$ cat src/rtl/limb_adder_seq.sv
// limb_adder_seq
//
// Limb-serial sequencer for a narrow external ripple adder. One WIDTH-bit
// add or subtract is built from NLIMB passes through a single LIMB-bit
// combinational adder, least significant limb first. The carry is
// registered between passes, and the full result is returned with a
// start/done handshake.
//
// Parameters:
//   WIDTH  full operand/result width (must be a multiple of LIMB)
//   LIMB   external adder width
//   NLIMB  derived limb count (localparam, not overridable)
//
// Ports:
//   clk       rising-edge clock
//   rst       asynchronous active-high reset
//   start     request, sampled only in IDLE
//   sub       0 = a+b, 1 = a-b, sampled with start
//   a, b      operands, sampled with start
//   busy      high in RUN and DONE
//   done      one-cycle pulse, result valid
//   sum       result register (partially updated during RUN)
//   cout      final carry (sub: 1 = no borrow, a >= b)
//   zero      result-is-zero flag (only with LIMB_ADDER_SEQ_ZFLAG_EN)
//   add_a     limb operand A to the external adder
//   add_b     limb operand B to the external adder
//   add_cin   carry-in to the external adder
//   add_sum   limb sum from the external adder
//   add_cout  carry-out from the external adder
//
// Optional feature: define LIMB_ADDER_SEQ_ZFLAG_EN to add the zero output,
// accumulated limb by limb so that no WIDTH-wide reduction is needed.

module limb_adder_seq #(
    parameter int WIDTH = 32,
    parameter int LIMB  = 8,
    localparam int NLIMB = WIDTH / LIMB
) (
    input  logic             clk,
    input  logic             rst,
    input  logic             start,
    input  logic             sub,
    input  logic [WIDTH-1:0] a,
    input  logic [WIDTH-1:0] b,
    output logic             busy,
    output logic             done,
    output logic [WIDTH-1:0] sum,
    output logic             cout,
`ifdef LIMB_ADDER_SEQ_ZFLAG_EN
    output logic             zero,
`endif
    output logic [LIMB-1:0]  add_a,
    output logic [LIMB-1:0]  add_b,
    output logic             add_cin,
    input  logic [LIMB-1:0]  add_sum,
    input  logic             add_cout
);

    localparam int IDXW = (NLIMB > 1) ? $clog2(NLIMB) : 1;

    typedef enum logic [1:0] {
        IDLE = 2'd0,
        RUN  = 2'd1,
        DONE = 2'd2
    } state_t;

    state_t            state;
    state_t            state_nxt;
    logic [IDXW-1:0]   idx;
    logic              carry;
    logic [WIDTH-1:0]  a_reg;
    logic [WIDTH-1:0]  b_reg;
    logic              last_limb;
`ifdef LIMB_ADDER_SEQ_ZFLAG_EN
    logic              zacc;
`endif

    assign last_limb = (state == RUN) && (idx == IDXW'(NLIMB - 1));

    // State register
    always_ff @(posedge clk or posedge rst) begin
        if (rst) begin
            state <= IDLE;
        end else begin
            state <= state_nxt;
        end
    end

    // Next-state logic; start outside IDLE is dropped, never queued
    always_comb begin
        state_nxt = state;
        unique case (state)
            IDLE:    if (start) state_nxt = RUN;
            RUN:     if (last_limb) state_nxt = DONE;
            DONE:    state_nxt = IDLE;
            default: state_nxt = IDLE;
        endcase
    end

    // Output logic; the adder inputs are parked at zero outside RUN so the
    // shared adder sees no toggling while idle
    always_comb begin
        busy    = (state == RUN) || (state == DONE);
        done    = (state == DONE);
        add_a   = '0;
        add_b   = '0;
        add_cin = 1'b0;
        if (state == RUN) begin
            for (int i = 0; i < NLIMB; i++) begin
                if (idx == IDXW'(i)) begin
                    add_a = a_reg[i*LIMB +: LIMB];
                    add_b = b_reg[i*LIMB +: LIMB];
                end
            end
            add_cin = carry;
        end
    end

    // Datapath. Subtraction stores ~b and seeds the carry with 1, so the
    // adder computes a + ~b + 1 without any extra hardware.
    always_ff @(posedge clk or posedge rst) begin
        if (rst) begin
            idx   <= '0;
            carry <= 1'b0;
            a_reg <= '0;
            b_reg <= '0;
            sum   <= '0;
            cout  <= 1'b0;
`ifdef LIMB_ADDER_SEQ_ZFLAG_EN
            zacc  <= 1'b0;
            zero  <= 1'b0;
`endif
        end else begin
            if (state == IDLE) begin
                if (start) begin
                    a_reg <= a;
                    b_reg <= sub ? ~b : b;
                    carry <= sub;
                    idx   <= '0;
`ifdef LIMB_ADDER_SEQ_ZFLAG_EN
                    zacc  <= 1'b0;
`endif
                end
            end else if (state == RUN) begin
                for (int i = 0; i < NLIMB; i++) begin
                    if (idx == IDXW'(i)) begin
                        sum[i*LIMB +: LIMB] <= add_sum;
                    end
                end
                carry <= add_cout;
`ifdef LIMB_ADDER_SEQ_ZFLAG_EN
                zacc  <= zacc | (|add_sum);
`endif
                if (last_limb) begin
                    idx  <= '0;
                    cout <= add_cout;
`ifdef LIMB_ADDER_SEQ_ZFLAG_EN
                    zero <= ~(zacc | (|add_sum));
`endif
                end else begin
                    idx <= idx + IDXW'(1);
                end
            end
        end
    end

endmodule

$ cat config.mk
export PLATFORM = sky130hd
export DESIGN_NAME = limb_adder_seq
export DESIGN_NICKNAME = d
export VERILOG_FILES = /design/src/rtl/limb_adder_seq.sv
export SDC_FILE = /design/constraint.sdc
export NUM_CORES = 1
export LEC_CHECK = 0
export CAP_MARGIN = 10
export CELL_PAD_IN_SITES_DETAIL_PLACEMENT = 0
export CELL_PAD_IN_SITES_GLOBAL_PLACEMENT = 2
export CORE_MARGIN = 2
export CORE_UTILIZATION = 25
export CTS_CLUSTER_DIAMETER = 200
export DETAILED_ROUTE_END_ITERATION = 6
export MAX_ROUTING_LAYER = met4
export PLACE_DENSITY_LB_ADDON = 0.12
export SYNTH_ARGS = -nofsm -noshare
export SYNTH_HDL_FRONTEND = slang
export SYNTH_SLANG_ARGS = --single-unit
$ cat constraint.sdc
create_clock -name clk -period 6.4 [get_ports clk]
set_input_delay 0.96 -clock clk [delete_from_list [all_inputs] [get_ports clk]]
set_output_delay 0.96 -clock clk [all_outputs]
set_load 0.01 [all_outputs]
# After elaboration in Yosys (flattened, before gate mapping)
# Cells that the tools add are included.
# word_totals
latchBits	0
reg_bits	102
romBits	0
mem_bits_rw	0
elab_cells	55
output_inout_bits	52
mem_count	0
inputBits	77
# classes
n_mux	22
bitwise	2
add_sub_neg	1
n_shift	0
n_reduce_logical	13
eq_ne	7
div_mod_pow	0
n_mul	0
n_lt_le_gt_ge	0
# ops
operator	count
two-way mux 8 bit	10
two-way mux 32 bit	1
NOT 32 bit	1
AND reduction 3 bit	5
two-way mux 2 bit	6
equality test 2 bit (second input constant)	3
AND reduction 2 bit	3
equality test 2 x 1 -> 1 bit (second input constant)	2
zero test 2 bit	2
two-way mux 1 bit	4
!= test 2 bit (second input constant)	2
one-hot mux 2 bit (2 select lines)	1
adder 2 x 1 -> 2 bit (second input constant)	1
nonzero test 2 bit	1
logical AND 1 bit	1
logical OR 1 bit	1
NOT 1 bit	1

# Longest topological paths before layout
# Gate-level depths: netlist of the first run.
# depth
ltp_word	6
ltp_mapped	8

# Worst setup path after synthesis of the first run
# OpenSTA, ideal clock, no wires.
# synth_timing
path_type	register to output
start	register idx[1]
end	output port add_a[0]
path_buffers	3
path_slack_ns	4.028
t_arrival_ns	1.412
path_stages_with_launch	9
cell_sequence	dfrtp_1 > inv_1 > ha_1 > buf_4 > nor2b_2 > buf_6 > buf_6 > a221oi_2 > o21ai_1
# synth_between
elab_chain_len	6
# synth_rtl
item	line_no	text
start, declared	69	logic [IDXW-1:0] idx;
start signal, assigned	161	idx <= idx + IDXW'(1);
zero test 2 bit	110	if (idx == IDXW'(i)) begin
two-way mux 8 bit (3 in series)	110	
two-way mux 8 bit *	110	
two-way mux 8 bit *	108	if (state == RUN) begin
end, declared	52	output logic [LIMB-1:0] add_a,
# Every way passes the cells marked *; elsewhere a longest branch is shown, timed or not.

# Worst setup path in the final report of the first run
# layout_timing
start	register idx[1]
end	output port add_a[6]
# Same word-level chain as after synthesis.

==> results of run 1 <==
## kinds of logic after synthesis
| kind of cell | count (synthesis) |
|---|---|
| mux | 68 |
| xor+xnor | 32 |
| simple gates | 66 |
| flops | 102 |
| fa+ha+maj | 8 |
| buf+inv | 32 |
| compound gates | 86 |
## cells in the mapped netlist (5+ instances only)
cell type                    n
sky130_fd_sc_hd__buf_2       5
sky130_fd_sc_hd__inv_1       5
sky130_fd_sc_hd__buf_4      10
sky130_fd_sc_hd__dfrtp_1   102
sky130_fd_sc_hd__xnor2_1    32
sky130_fd_sc_hd__o21ai_1    24
sky130_fd_sc_hd__nand2_1    47
sky130_fd_sc_hd__mux2_2     45
sky130_fd_sc_hd__mux2_4     11
sky130_fd_sc_hd__mux2_1     10
sky130_fd_sc_hd__a221oi_1    6
sky130_fd_sc_hd__nand3_1     7
sky130_fd_sc_hd__o21ai_0    41
sky130_fd_sc_hd__buf_6       7
sky130_fd_sc_hd__a221oi_2   10
sky130_fd_sc_hd__ha_1        8
## how the worst max path moves through the flow
stage	slack (ns)	end	depth (start not counted)	startpoint
detailed placement	2.31	add_b[7]	6	idx[1]$_DFFE_PP0P_
CTS	1.93	add_b[7]	6	idx[1]$_DFFE_PP0P_
global placement	2.41	add_b[4]	6	idx[1]$_DFFE_PP0P_
finish	1.97	add_a[6]	6	idx[1]$_DFFE_PP0P_
global route	1.63	add_a[6]	6	idx[1]$_DFFE_PP0P_
floorplan	2.76	a_reg[0]$_DFFE_PP0P_	1	rst
## worst max-delay path: stages, from the launching register on
cell	delay, ns
sky130_fd_sc_hd__dfrtp_1	0.42
sky130_fd_sc_hd__inv_1	0.08
sky130_fd_sc_hd__ha_1	0.56
sky130_fd_sc_hd__nor2b_2	1.02
sky130_fd_sc_hd__a221oi_1	0.20
sky130_fd_sc_hd__o21ai_1	0.27
sky130_fd_sc_hd__clkdlybuf4s50_1	0.57
## report_power, final
part | total (mW) | switching [mW] | leakage, nW | internal, mW
registers | 1.15 | 0.181 | 1.22 | 0.968
clock network | 0.554 | 0.240 | 0.143 | 0.313
logic | 1.49 | 0.697 | 1.24 | 0.794
total | 3.19 | 1.12 | 2.61 | 2.08
## cell usage in the layout (no fill, tap or decap), types with 7 or more instances in the layout
cell type,n
sky130_fd_sc_hd__nand3_1,7
sky130_fd_sc_hd__xnor2_1,32
sky130_fd_sc_hd__mux2_4,11
sky130_fd_sc_hd__dfrtp_1,102
sky130_fd_sc_hd__clkbuf_16,9
sky130_fd_sc_hd__mux2_1,10
sky130_fd_sc_hd__clkdlybuf4s50_1,127
sky130_fd_sc_hd__o21ai_0,41
sky130_fd_sc_hd__nand2_1,47
sky130_fd_sc_hd__mux2_2,45
sky130_fd_sc_hd__a221oi_2,10
sky130_fd_sc_hd__o21ai_1,24
sky130_fd_sc_hd__ha_1,8
## layout make-up
class	count	area, um2	area share, %
Clock buffer	12	246	3.80
Clock inverter	3	43.8	0.675
Inverter	6	25.0	0.386
Multi-Input combinational cell	260	2040	31.5
Sequential cell	102	2550	39.3
Tap cell	234	293	4.51
Timing Repair Buffer	129	1280	19.8
## stage by stage
step	util [%]	hold WS [ns]	cells	total power, mW
after floorplan	-	0.445	394	2.05
after global placement	33.0	0.460	731	2.66
after detailed placement	33.0	0.466	731	2.68
after CTS	34.6	0.481	746	3.25
after global routing	34.6	0.504	746	3.44
final	34.6	0.475	746	3.19
## routing by layer
metal,vias to the layer above,global-route usage [%]
li1,1596,-
met1,1648,18.2
met2,77,21.1
met3,13,2.85
met4,0,4.59
met5,-,-
==> results_dict.tcl, run 1 <==
set metrics [dict create \
    layout.nets 593 \
    final.fill_count 1891 \
    hold_path.class "flop to flop" \
    core.rowCount 50 \
    grtUsageTotal_pct 13.8 \
    fin_skew_ns 0.0135 \
    async_reset_ff_share_pct 100 \
    final_layout_size_suffix_gt1_share_pct 16.8 \
    synth.ff_latch_count 102 \
    finalCritPeriodShare_pct 69.2 \
    boundaryPins 129 \
    grt_remaining_overflow 0 \
    met1_length_um 6040 \
    routed-via-count 3334 \
    slew_headroom_pct 26.2 \
    worstSetupPathType "flop to primary output" \
    worst_slack_ns 1.97 \
    grt_first_pass_wirelength_um 20600 \
    max_freq_ghz 0.226 \
    post_cts.resized_instances 0 \
    diodes 0 \
    synth_largest_type_area_fraction_pct 53.1 \
    drv_cap 0 \
    setup_total_negative_slack_ns 0 \
    outcome "complete, no violations" \
    routed_wire_length_um 13000 \
    regToRegEndpoint "sum[13]$_DFFE_PP0P_" \
    gp_routability_congestion 0.727 \
    power_density_nw_per_um2 492 \
    area_delta_synth_final_pct 35.0 \
    synthSimpleGateAreaFrac_pct 6.09 \
    dp_hpwl_um 8680 \
    cts.root.buffer_cell "sky130_fd_sc_hd__clkbuf_16" \
    synth_xor_area_share_pct 5.83 \
    rsz0062_at_grt "no" \
    yosys_warning_count 0 \
    min_from "b_reg[17]$_DFFE_PP0P_" \
    synth_area_um2 4810 \
    number_of_buffers_created_by_cts 9 \
    period_needed_ns 4.43 \
    grt_antenna_before_repair 0 \
    port_buffers 128 \
    setup-violations-final 0 \
    placeableCoreArea_um2 18800 \
    cts_max_level 3 \
    synthAdderAreaFrac_pct 2.08 \
    antenna_violating_nets_post_route 0 \
    drt_first_pass_iters 4 \
    dominantRegCellSynth "sky130_fd_sc_hd__dfrtp_1" \
    post_synth_main_area_contributors "sky130_fd_sc_hd__dfrtp_1, sky130_fd_sc_hd__mux2_2, sky130_fd_sc_hd__xnor2_1, sky130_fd_sc_hd__o21ai_0, sky130_fd_sc_hd__nand2_1" \
    dr.max_layer_used "met4" \
    min_delay_path_depth 2 \
    detail_route.wl_per_cell_um 17.4 \
    ir_drop_v 0.000166 \
    cts_sinks 102 \
    post-route-cell-area_um2 6490 \
    critical_path.reg2reg.startpoint "idx[1]$_DFFE_PP0P_" \
    post_synth_cell_types 31 \
    leakage_nw 2.61 \
    syn_area_per_cell_um2 12.2 \
    synth_top_family_by_area "multiplexers" \
    timing_max_transition_violations_final 0 \
    horizontal_die_dimension_um 143 \
    postCtsSetupBuffers 0 \
    worst_path_clk_slew_ns 0.07 \
    pin_count_of_the_biggest_net_entering_global_routing 97 \
    cp.required_ns 5.44 \
    drt_first_iter_violations 185 \
    r2r_setup_slk_ns 3.84 \
    timing.final.hold_violations 0 \
    worstRegToRegCells 4 \
    synth_enable_flop_cells 0 \
    detailroute.wirelength.met2_um 6170 \
    setup.worst_path.end_class "primary output" \
    min_delay_worst_endpoint "b_reg[17]$_DFFE_PP0P_" \
    tritoncts_clock_tree "yes" \
    detailroute.wirelength.met3_um 559 \
    synth_cells 394 \
    worst-slew-pin-transition_ns 1.10 \
    floorplan.die_area_um2 20400 \
    critPathLaunchType "flop" \
    dpl_cell_area_um2 6200 \
    pre_cts_setup_slack_ns 2.31 \
    timing.critical_path.fanout_max 18 \
    synthMuxAreaShare_pct 16.7 \
    worstPathArrival_ns 3.47 \
    grt_pass1_vias 3528 \
    hold_buffers 0 \
    chipHeight_um 143 \
    cts.path.max_buffers 2 \
    worst_skew_pair.late_latency_ns 0.35 \
    synth-seq-area-share_pct 53.1 \
    synth_top_cell_by_area "sky130_fd_sc_hd__dfrtp_1" \
    route.detailed.vias_per_inst 4.47 \
    post_synth_net_total 479 \
    synth_compound_area_share_pct 11.7 \
    start_util_pct 25.6 \
    drcViolationCount 0 \
]
Power figures use the tool's default switching activity.
==> run 2, diff against run 1 <==
Clock period 6.4 ns to 4 ns, I/O delays scaled along.
==> run 2 against run 1 <==
Compared with the run above: clock skew is 0.0089 ns lower; first-iteration DRC count shrank 21%; final area rose by 1.0%; core utilization increased by 0.35 points; sequential share of layout area decreased by 0.39 points; via count increased by 0.42%.
==> results_dict.tcl, run 2 (synthesis results as in run 1) <==
set metrics [dict create \
    gp_routability_congestion 0.703 \
    grt_antenna_before_repair 0 \
    worstSetupPathType "flop to primary output" \
    cts.path.max_buffers 2 \
    horizontal_die_dimension_um 143 \
    grtUsageTotal_pct 13.8 \
    cts_sinks 102 \
    route.detailed.vias_per_inst 4.45 \
    grt_first_pass_wirelength_um 20500 \
    worst_slack_ns 0.568 \
    cts.root.buffer_cell "sky130_fd_sc_hd__clkbuf_16" \
    layout.nets 599 \
    routed-via-count 3348 \
    hold_path.class "flop to flop" \
    port_buffers 128 \
    dpl_cell_area_um2 6250 \
    worst_path_clk_slew_ns 0.07 \
    cts_max_level 3 \
    timing.final.hold_violations 0 \
    fin_skew_ns 0.00452 \
    post-route-cell-area_um2 6550 \
    worst_skew_pair.late_latency_ns 0.35 \
    outcome "complete, no violations" \
    drt_first_pass_iters 4 \
    drt_first_iter_violations 147 \
    placeableCoreArea_um2 18800 \
    grt_remaining_overflow 0 \
    boundaryPins 129 \
    final_common_cell "sky130_fd_sc_hd__clkdlybuf4s50_1" \
    inst_count_dp 737 \
    setup-violations-final 0 \
    critPathLaunchType "flop" \
    start_util_pct 25.6 \
    hold_buffers 0 \
    total_power_mw 5.16 \
    detail_route.wl_per_cell_um 17.5 \
    grt_pass1_vias 3542 \
    ir_drop_v 0.000215 \
    pre_cts_setup_slack_ns 0.922 \
    drcViolationCount 0 \
    worstPathArrival_ns 2.83 \
    pin_count_of_the_biggest_net_entering_global_routing 71 \
    worst-slew-pin-transition_ns 0.998 \
    dp_hpwl_um 9090 \
    power_density_nw_per_um2 788 \
    worstRegToRegCells 6 \
    slew_headroom_pct 33.4 \
    min_delay_path_depth 2 \
    diodes 0 \
    setup.worst_path.end_class "primary output" \
    timing.critical_path.fanout_max 17 \
    rsz0062_at_grt "no" \
    routed_wire_length_um 13100 \
    floorplan.die_area_um2 20400 \
    period_needed_ns 3.43 \
    number_of_buffers_created_by_cts 9 \
    leakage_nw 2.63 \
    finalNonFillerCells 752 \
    tritoncts_clock_tree "yes" \
    chipHeight_um 143 \
    drv_cap 0 \
    cp.required_ns 3.40 \
    antenna_violating_nets_post_route 0 \
    postCtsSetupBuffers 0 \
    final_layout_size_suffix_gt1_share_pct 18.1 \
    timing_max_transition_violations_final 0 \
    area_delta_synth_final_pct 36.3 \
    finalCritPeriodShare_pct 85.8 \
    max_freq_ghz 0.291 \
    setup_total_negative_slack_ns 0 \
    core.rowCount 50 \
    most-common-layout-cells "sky130_fd_sc_hd__clkdlybuf4s50_1, sky130_fd_sc_hd__dfrtp_1, sky130_fd_sc_hd__nand2_1, sky130_fd_sc_hd__mux2_2, sky130_fd_sc_hd__o21ai_0" \
    post_cts.resized_instances 0 \
]
run 2: changes by cell type in the layout (fill, tap and decap cells not counted):
cell | previous run | this run
sky130_fd_sc_hd__buf_4 | 1 | 6
sky130_fd_sc_hd__clkinv_2 | 1 | 0
sky130_fd_sc_hd__inv_6 | 1 | 0
sky130_fd_sc_hd__clkbuf_1 | 2 | 0
sky130_fd_sc_hd__clkinv_4 | 0 | 1
sky130_fd_sc_hd__clkbuf_8 | 1 | 0
sky130_fd_sc_hd__clkinvlp_4 | 0 | 3
sky130_fd_sc_hd__buf_12 | 0 | 1
sky130_fd_sc_hd__inv_8 | 0 | 1
run 2: worst max-delay path, stage by stage (launching register included):
cell	delay (ns)
sky130_fd_sc_hd__dfrtp_1	0.42
sky130_fd_sc_hd__ha_1	0.36
sky130_fd_sc_hd__and2b_1	0.73
sky130_fd_sc_hd__o21ai_0	0.21
sky130_fd_sc_hd__o21ai_1	0.20
sky130_fd_sc_hd__clkdlybuf4s50_1	0.56
run 2: cell type report:
cell class              instances  area, um2
fillers                      1911      12200
repair buffers                135       1340
multi-input cells             260       2040
well taps                     234        293
clock buffers                   9        225
inverters                       6       25.0
flip-flops and latches        102       2550
clock inverters                 6       72.6
run 2: layer usage:
| layer | GRT usage (%) | vias to the layer above | wire length (um) |
|---|---|---|---|
| li1 | - | 1607 | - |
| met1 | 18.4 | 1652 | 6240 |
| met2 | 21.2 | 80 | 6210 |
| met3 | 3.39 | 9 | 567 |
| met4 | 3.28 | 0 | 118 |
| met5 | - | - | 0 |
run 2: path summary, 6_finish.rpt:
check	startpoint	to	slack [ns]
min in group asynchronous	rst	state[1]$_DFFE_PP0P_	0.70
max in group asynchronous	rst	a_reg[27]$_DFFE_PP0P_	2.58
min	b_reg[31]$_DFFE_PP0P_	b_reg[31]$_DFFE_PP0P_	0.48
max reg2reg	state[1]$_DFFE_PP0P_	b_reg[27]$_DFFE_PP0P_	1.79
max	idx[0]$_DFFE_PP0P_	add_b[2]	0.57
min reg2reg	b_reg[31]$_DFFE_PP0P_	b_reg[31]$_DFFE_PP0P_	0.48
run 2: stage by stage:
stage          util, %  hold slack (ns)
6_report          34.9            0.484
5_1_grt           34.9            0.512
4_1_cts           34.9            0.490
3_5_place_dp      33.3            0.471
3_3_place_gp      33.3            0.461
2_1_floorplan        -            0.445
run 2: where the power goes:
group | total (mW) | leakage (nW) | switching (mW) | internal (mW)
combinational | 2.43 | 1.28 | 1.14 | 1.30
clock | 0.896 | 0.136 | 0.408 | 0.488
sequential | 1.83 | 1.22 | 0.283 | 1.55
total | 5.16 | 2.63 | 1.83 | 3.33
==> run 3, diff against run 2 <==
Settings changed: ABC_CLOCK_PERIOD_IN_PS from default to 4000.
==> results of run 3 <==
No change in the layout: final DEF, timing and power equal those of run 2.
